--- src/rtl/vliw_fetch_unit_if.sv ---
// Instruction-memory fetch bus: valid/ready request channel plus in-order,
// one-per-request response channel.
//   imem_req_valid  master->slave  request valid
//   imem_req_ready  slave->master  request accepted
//   imem_req_addr   master->slave  bundle address
//   imem_rsp_valid  slave->master  response valid (request order)
//   imem_rsp_data   slave->master  bundle data, slot 0 in LSBs
interface vliw_fetch_unit_if #(
  parameter int unsigned ADDR_W = 32,
  parameter int unsigned DATA_W = 32
);
  logic              imem_req_valid;
  logic              imem_req_ready;
  logic [ADDR_W-1:0] imem_req_addr;
  logic              imem_rsp_valid;
  logic [DATA_W-1:0] imem_rsp_data;

  modport master (
    output imem_req_valid, imem_req_addr,
    input  imem_req_ready, imem_rsp_valid, imem_rsp_data
  );

  modport slave (
    input  imem_req_valid, imem_req_addr,
    output imem_req_ready, imem_rsp_valid, imem_rsp_data
  );
endinterface

--- src/rtl/vliw_fetch_unit.sv ---
// VLIW instruction fetch stage. Issues bundle fetches to instruction memory,
// buffers responses in a FQ_DEPTH-entry fetch queue feeding decode, and
// applies exception/branch/jump redirects (queue flush + in-flight drop).
// Ports:
//   clk, reset         clock / synchronous active-high reset
//   pc_stall           hold PC, issue nothing
//   exc_valid          redirect to EXC_VECTOR (highest priority)
//   br_taken/br_target taken-branch redirect
//   jmp_valid/jmp_target jump redirect (lowest priority)
//   imem               fetch bus (master side)
//   bundle_valid/bundle_data/bundle_pc  head-of-queue bundle to decode
//   dec_ready          decode consumes the head bundle
module vliw_fetch_unit #(
  parameter int unsigned       ADDR_W     = 32,
  parameter int unsigned       SLOTS      = 2,
  parameter int unsigned       SLOT_W     = 16,
  parameter int unsigned       FQ_DEPTH   = 4,
  parameter logic [ADDR_W-1:0] RESET_PC   = '0,
  parameter logic [ADDR_W-1:0] EXC_VECTOR = 'h8
) (
  input  logic                      clk,
  input  logic                      reset,
  input  logic                      pc_stall,
  input  logic                      exc_valid,
  input  logic                      br_taken,
  input  logic [ADDR_W-1:0]         br_target,
  input  logic                      jmp_valid,
  input  logic [ADDR_W-1:0]         jmp_target,
  vliw_fetch_unit_if.master         imem,
  output logic                      bundle_valid,
  output logic [SLOTS*SLOT_W-1:0]   bundle_data,
  output logic [ADDR_W-1:0]         bundle_pc,
  input  logic                      dec_ready
);
  localparam int unsigned       DATA_W = SLOTS * SLOT_W;
  localparam int unsigned       PTR_W  = $clog2(FQ_DEPTH);
  localparam int unsigned       CNT_W  = PTR_W + 1;
  localparam logic [ADDR_W-1:0] BB_INC = ADDR_W'(DATA_W / 8);

  logic [ADDR_W-1:0] fetchPc, rspPc, redirTgt;
  logic [CNT_W-1:0]  occ, inflight, dropCnt;
  logic [CNT_W:0]    credits;
  logic [PTR_W-1:0]  wrPtr, rdPtr;
  logic [DATA_W-1:0] fqData [FQ_DEPTH];
  logic [ADDR_W-1:0] fqPc   [FQ_DEPTH];
  logic              redirect, reqFire, push, pop;

  always_comb begin
    redirect = exc_valid | br_taken | jmp_valid;
    if (exc_valid)     redirTgt = EXC_VECTOR;
    else if (br_taken) redirTgt = br_target;
    else               redirTgt = jmp_target;

    // Queued plus in-flight bundles never exceed the queue size, so every
    // response is guaranteed a free entry.
    credits = {1'b0, occ} + {1'b0, inflight};
    imem.imem_req_valid = !reset && !pc_stall && !redirect &&
                          (credits < (CNT_W+1)'(FQ_DEPTH));
    imem.imem_req_addr  = fetchPc;
    reqFire = imem.imem_req_valid & imem.imem_req_ready;

    // Responses belonging to the pre-redirect stream are discarded.
    push = imem.imem_rsp_valid & !redirect & (dropCnt == '0);

    bundle_valid = !reset && (occ != '0) && !redirect;
    bundle_data  = fqData[rdPtr];
    bundle_pc    = fqPc[rdPtr];
    pop          = bundle_valid & dec_ready;
  end

  always_ff @(posedge clk) begin
    if (reset) begin
      fetchPc  <= RESET_PC;
      rspPc    <= RESET_PC;
      occ      <= '0;
      inflight <= '0;
      dropCnt  <= '0;
      wrPtr    <= '0;
      rdPtr    <= '0;
    end else if (redirect) begin
      fetchPc  <= redirTgt;
      rspPc    <= redirTgt;
      occ      <= '0;
      wrPtr    <= '0;
      rdPtr    <= '0;
      // Nothing issues on a redirect cycle; everything still outstanding
      // after this cycle's response (if any) must be dropped.
      inflight <= inflight - CNT_W'(imem.imem_rsp_valid);
      dropCnt  <= inflight - CNT_W'(imem.imem_rsp_valid);
    end else begin
      if (reqFire) fetchPc <= fetchPc + BB_INC;
      inflight <= inflight + CNT_W'(reqFire) - CNT_W'(imem.imem_rsp_valid);
      if (imem.imem_rsp_valid && dropCnt != '0) dropCnt <= dropCnt - CNT_W'(1);
      if (push) begin
        wrPtr <= wrPtr + PTR_W'(1);
        rspPc <= rspPc + BB_INC;
      end
      if (pop) rdPtr <= rdPtr + PTR_W'(1);
      occ <= occ + CNT_W'(push) - CNT_W'(pop);
    end
  end

  always_ff @(posedge clk) begin
    if (!reset && push) begin
      fqData[wrPtr] <= imem.imem_rsp_data;
      fqPc[wrPtr]   <= rspPc;
    end
  end
endmodule

--- src/flat_wrapper.sv ---
// flat-port wrapper written by rule: the top's interface ports become plain ports
module vliw_fetch_unit_flat 
#(
  parameter int unsigned       ADDR_W     = 32,
  parameter int unsigned       SLOTS      = 2,
  parameter int unsigned       SLOT_W     = 16,
  parameter int unsigned       FQ_DEPTH   = 4,
  parameter logic [ADDR_W-1:0] RESET_PC   = '0,
  parameter logic [ADDR_W-1:0] EXC_VECTOR = 'h8
)
  (clk, reset, pc_stall, exc_valid, br_taken, br_target, jmp_valid, jmp_target, bundle_valid, bundle_data, bundle_pc, dec_ready, imem_imem_req_valid, imem_imem_req_addr, imem_imem_req_ready, imem_imem_rsp_valid, imem_imem_rsp_data);
  vliw_fetch_unit_if #(.ADDR_W(ADDR_W), .DATA_W(32)) imem_i ();
  input  logic clk;
  input  logic reset;
  input  logic pc_stall;
  input  logic exc_valid;
  input  logic br_taken;
  input  logic [ADDR_W-1:0] br_target;
  input  logic jmp_valid;
  input  logic [ADDR_W-1:0] jmp_target;
  output logic bundle_valid;
  output logic [SLOTS*SLOT_W-1:0] bundle_data;
  output logic [ADDR_W-1:0] bundle_pc;
  input  logic dec_ready;
  output wire logic [$bits(imem_i.imem_req_valid)-1:0] imem_imem_req_valid;
  output wire logic [$bits(imem_i.imem_req_addr)-1:0] imem_imem_req_addr;
  input wire logic [$bits(imem_i.imem_req_ready)-1:0] imem_imem_req_ready;
  input wire logic [$bits(imem_i.imem_rsp_valid)-1:0] imem_imem_rsp_valid;
  input wire logic [$bits(imem_i.imem_rsp_data)-1:0] imem_imem_rsp_data;
  assign imem_imem_req_valid = imem_i.imem_req_valid;
  assign imem_imem_req_addr = imem_i.imem_req_addr;
  assign imem_i.imem_req_ready = imem_imem_req_ready;
  assign imem_i.imem_rsp_valid = imem_imem_rsp_valid;
  assign imem_i.imem_rsp_data = imem_imem_rsp_data;
  vliw_fetch_unit #(.ADDR_W(ADDR_W), .SLOTS(SLOTS), .SLOT_W(SLOT_W), .FQ_DEPTH(FQ_DEPTH), .RESET_PC(RESET_PC), .EXC_VECTOR(EXC_VECTOR)) u_core (.clk(clk), .reset(reset), .pc_stall(pc_stall), .exc_valid(exc_valid), .br_taken(br_taken), .br_target(br_target), .jmp_valid(jmp_valid), .jmp_target(jmp_target), .imem(imem_i), .bundle_valid(bundle_valid), .bundle_data(bundle_data), .bundle_pc(bundle_pc), .dec_ready(dec_ready));
endmodule
--- config.mk ---
export PLATFORM = sky130hd
export DESIGN_NAME = vliw_fetch_unit_flat
export DESIGN_NICKNAME = d
export VERILOG_FILES = /design/src/rtl/vliw_fetch_unit_if.sv /design/src/rtl/vliw_fetch_unit.sv /design/src/flat_wrapper.sv
export SDC_FILE = /design/constraint.sdc
export NUM_CORES = 1
export LEC_CHECK = 0
export ABC_AREA = 1
export CORE_ASPECT_RATIO = 0.75
export CORE_MARGIN = 5
export CORE_UTILIZATION = 25
export DETAILED_ROUTE_END_ITERATION = 10
export GPL_ROUTABILITY_DRIVEN = 1
export PLACE_DENSITY = 0.49
export SYNTH_ARGS = -nofsm -noshare
export SYNTH_HDL_FRONTEND = slang
export SYNTH_SLANG_ARGS = --single-unit
--- constraint.sdc ---
create_clock -name clk -period 9.7 [get_ports clk]
set_input_delay 1.94 -clock clk [delete_from_list [all_inputs] [get_ports clk]]
set_output_delay 1.94 -clock clk [all_outputs]
set_load 0.1 [all_outputs]
==> impl_metrics.tcl <==
set metrics [dict create \
    grt_overflow 0 \
    ys_types 44 \
    ioPinCount 203 \
    worstPathArrival_ns 5.58 \
    slew_violations 0 \
    tritoncts "done" \
    grt_usage_pct 13.2 \
    antenna_found_initial 0 \
    port_buffers 202 \
    drt_iter0_markers 960 \
    fill_cells 6072 \
    synthMostInstantiatedCell "nand2_1" \
    cpPeakStageDelay_ns 0.98 \
    synth_area_mm2 0.0150 \
    cts_max_level 2 \
    fin_util_pct 31.9 \
    post_drt_wl_per_cell_um 17.3 \
    setup_viol 0 \
    setup_tns_ns 0 \
    antenna_cells 0 \
    period_needed_ns 7.52 \
    ant_nets 0 \
    cts_hold_buf 0 \
    cp.required_ns 7.76 \
    cts_resized 0 \
    clkTransAtPathRegs_ns 0.06 \
    synthTopCellsByArea "edfxtp_1, dfxtp_1, nand2_1" \
    crit_top_cell "clkdlybuf4s50_1" \
    critical_path_class "in -> out" \
    synth-seq-cells 333 \
    rsz0062_at_grt "false" \
    hold_slack_ns 0.502 \
    ys.flop_type "edfxtp_1" \
    clk_path_buf_depth 3 \
    nets 1853 \
    cts-buffers-inserted 37 \
    ys_top_cells_by_count "nand2_1, nor2_1, edfxtp_1" \
    die-area_mm2 0.0649 \
    rows 77 \
    min_path_type "reg -> reg" \
    clock_skew_ns 0.0197 \
    core_area_mm2 0.0592 \
    cp_top_family "buffers and inverters" \
    dieWidth_um 293 \
    cp_cell_sequence "clkdlybuf4s50_1 > buf_4 > inv_4 > nand2_8 > clkinv_2 > nand2_2 > nor3_1 > clkdlybuf4s50_1" \
    cts_root_buf "clkbuf_16" \
    synth-edff-count 256 \
    syn2layout_area_growth_pct 26.2 \
    ys_seq_area_share_pct 61.7 \
    vias 11500 \
    cap_viol_max_count 0 \
    vias_per_cell 4.51 \
    grt_pass1_wl_mm 67.9 \
    max_freq_ghz 0.133 \
    syn-num-nets 1678 \
    clock_sink_count 333 \
    drive_above_1_share_pct 5.36 \
    p_leak_nw 6.50 \
    grt_pass1_vias 11200 \
    power_density_mw_per_mm2 172 \
    hold_violations 0 \
    wl_mm 44.0 \
    synth_cells 1555 \
    yosys.area.top_type "edfxtp_1" \
    clk_latency_ns 0.53 \
    critPathBufInv 5 \
    dr.pass1.iters 7 \
    slew_headroom_pct 22.1 \
    drc 0 \
    hpwl_mm 28.6 \
    die_h_um 222 \
    grt_max_degree 81 \
    tightest_slew_ns 1.17 \
    start_util_pct 25.3 \
    synthArstFlopShare_pct 0 \
    syn_area_per_cell_um2 9.62 \
    routabilityCongestion 0.821 \
    worst-path-max-fanout 60 \
    post-cts-setup-buffer-count 0 \
    slowest_stage "clkdlybuf4s50_1" \
    outcome "completed" \
    start_kind "input port" \
    yosysWarnings 0 \
    synth_top_area_share_pct 51.4 \
    ir_drop_uv 103 \
    fin_crit_sh_pct 77.5 \
    end_kind "output port" \
]
layout by cell type (no fill, tap or decap), drive strengths merged, types with 9 or more instances in the layout:
master / instances
o22ai: 64
buf: 10
clkinv: 14
clkbuf: 47
nor2: 273
nand3: 67
xor2: 9
ha: 16
dfxtp: 77
nand2: 301
edfxtp: 256
a21oi: 72
clkdlybuf4s50: 202
inv: 93
o21ai: 206
worst reg2reg max path, stage by stage, from the launching register on:
cell	delay [ns]
dfxtp_1	0.32
inv_1	0.08
ha_1	0.18
nand3_2	0.20
inv_2	0.22
nand2_1	0.26
nor2_4	0.93
buf_4	0.61
metrics by stage:
stage / cell area, um2 / power, mW / setup slack [ns] / instances
after floorplan: 15000 / 1.80 / 3.28 / 1555
after global placement: 17700 / 1.91 / 2.10 / 2481
after detailed placement: 17700 / 1.92 / 2.11 / 2481
after global routing: 18900 / 3.38 / 1.89 / 2545
final: 18900 / 3.24 / 2.18 / 2545
after CTS: 18900 / 3.29 / 2.12 / 2545
cell families after synthesis:
family | Yosys count | synth area share [%]
AOI/OAI and AO/OA | 365 | 13.1
xor gates and xnor gates | 12 | 0.702
adders and majority gates | 18 | 1.61
buffers and inverters | 169 | 4.82
DFF | 333 | 61.7
and+or+nand+nor | 658 | 18.1
sequential cells by signal (all words and copies together), names as in the netlist, named ones only:
| signal | flops |
|---|---|
| u_core.occ | 3 |
| u_core.rdPtr | 2 |
| u_core.inflight | 3 |
| u_core.fqData | 128 |
| u_core.imem.imem_req_addr | 31 |
| u_core.wrPtr | 2 |
| u_core.dropCnt | 3 |
| u_core.rspPc | 31 |
| u_core.fqPc | 128 |
metal layers:
| metal | track usage, % | part of all wire [%] | up-vias |
|---|---|---|---|
| met4 | 2.21 | 1.4 | 0 |
| met2 | 20.3 | 43 | 338 |
| met3 | 2.86 | 6.4 | 47 |
| li1 | - | - | 5705 |
| met1 | 19.4 | 49 | 5391 |
| met5 | 0 | 0 | - |
path summary, 6_finish.rpt:
path                         end  depth (start not counted)  slack (ns)         startpoint
max          imem_imem_req_valid                          8        2.18           br_taken
min            u_core.dropCnt[1]                          2        0.50  u_core.dropCnt[1]
max reg2reg  u_core.fqData[2][9]                          7        6.54  u_core.dropCnt[0]
min reg2reg    u_core.dropCnt[1]                          2        0.50  u_core.dropCnt[1]
area by class of cell:
class / count / area (um2) / area share, %
sequential: 333 / 9230 / 48.9
multi-input combinational: 1053 / 5040 / 26.7
timing repair buffer: 212 / 2100 / 11.1
clock buffer: 47 / 1050 / 5.56
tap: 790 / 988 / 5.23
inverter: 93 / 355 / 1.88
clock inverter: 17 / 123 / 0.649
power breakdown:
| group | switching (mW) | leakage (nW) | internal (mW) | total, mW |
|---|---|---|---|---|
| combinational | 0.191 | 2.99 | 0.0956 | 0.286 |
| sequential | 0.0404 | 2.94 | 1.56 | 1.60 |
| clock | 0.564 | 0.571 | 0.794 | 1.36 |
Note: power is estimated with default switching activity, not from simulation.
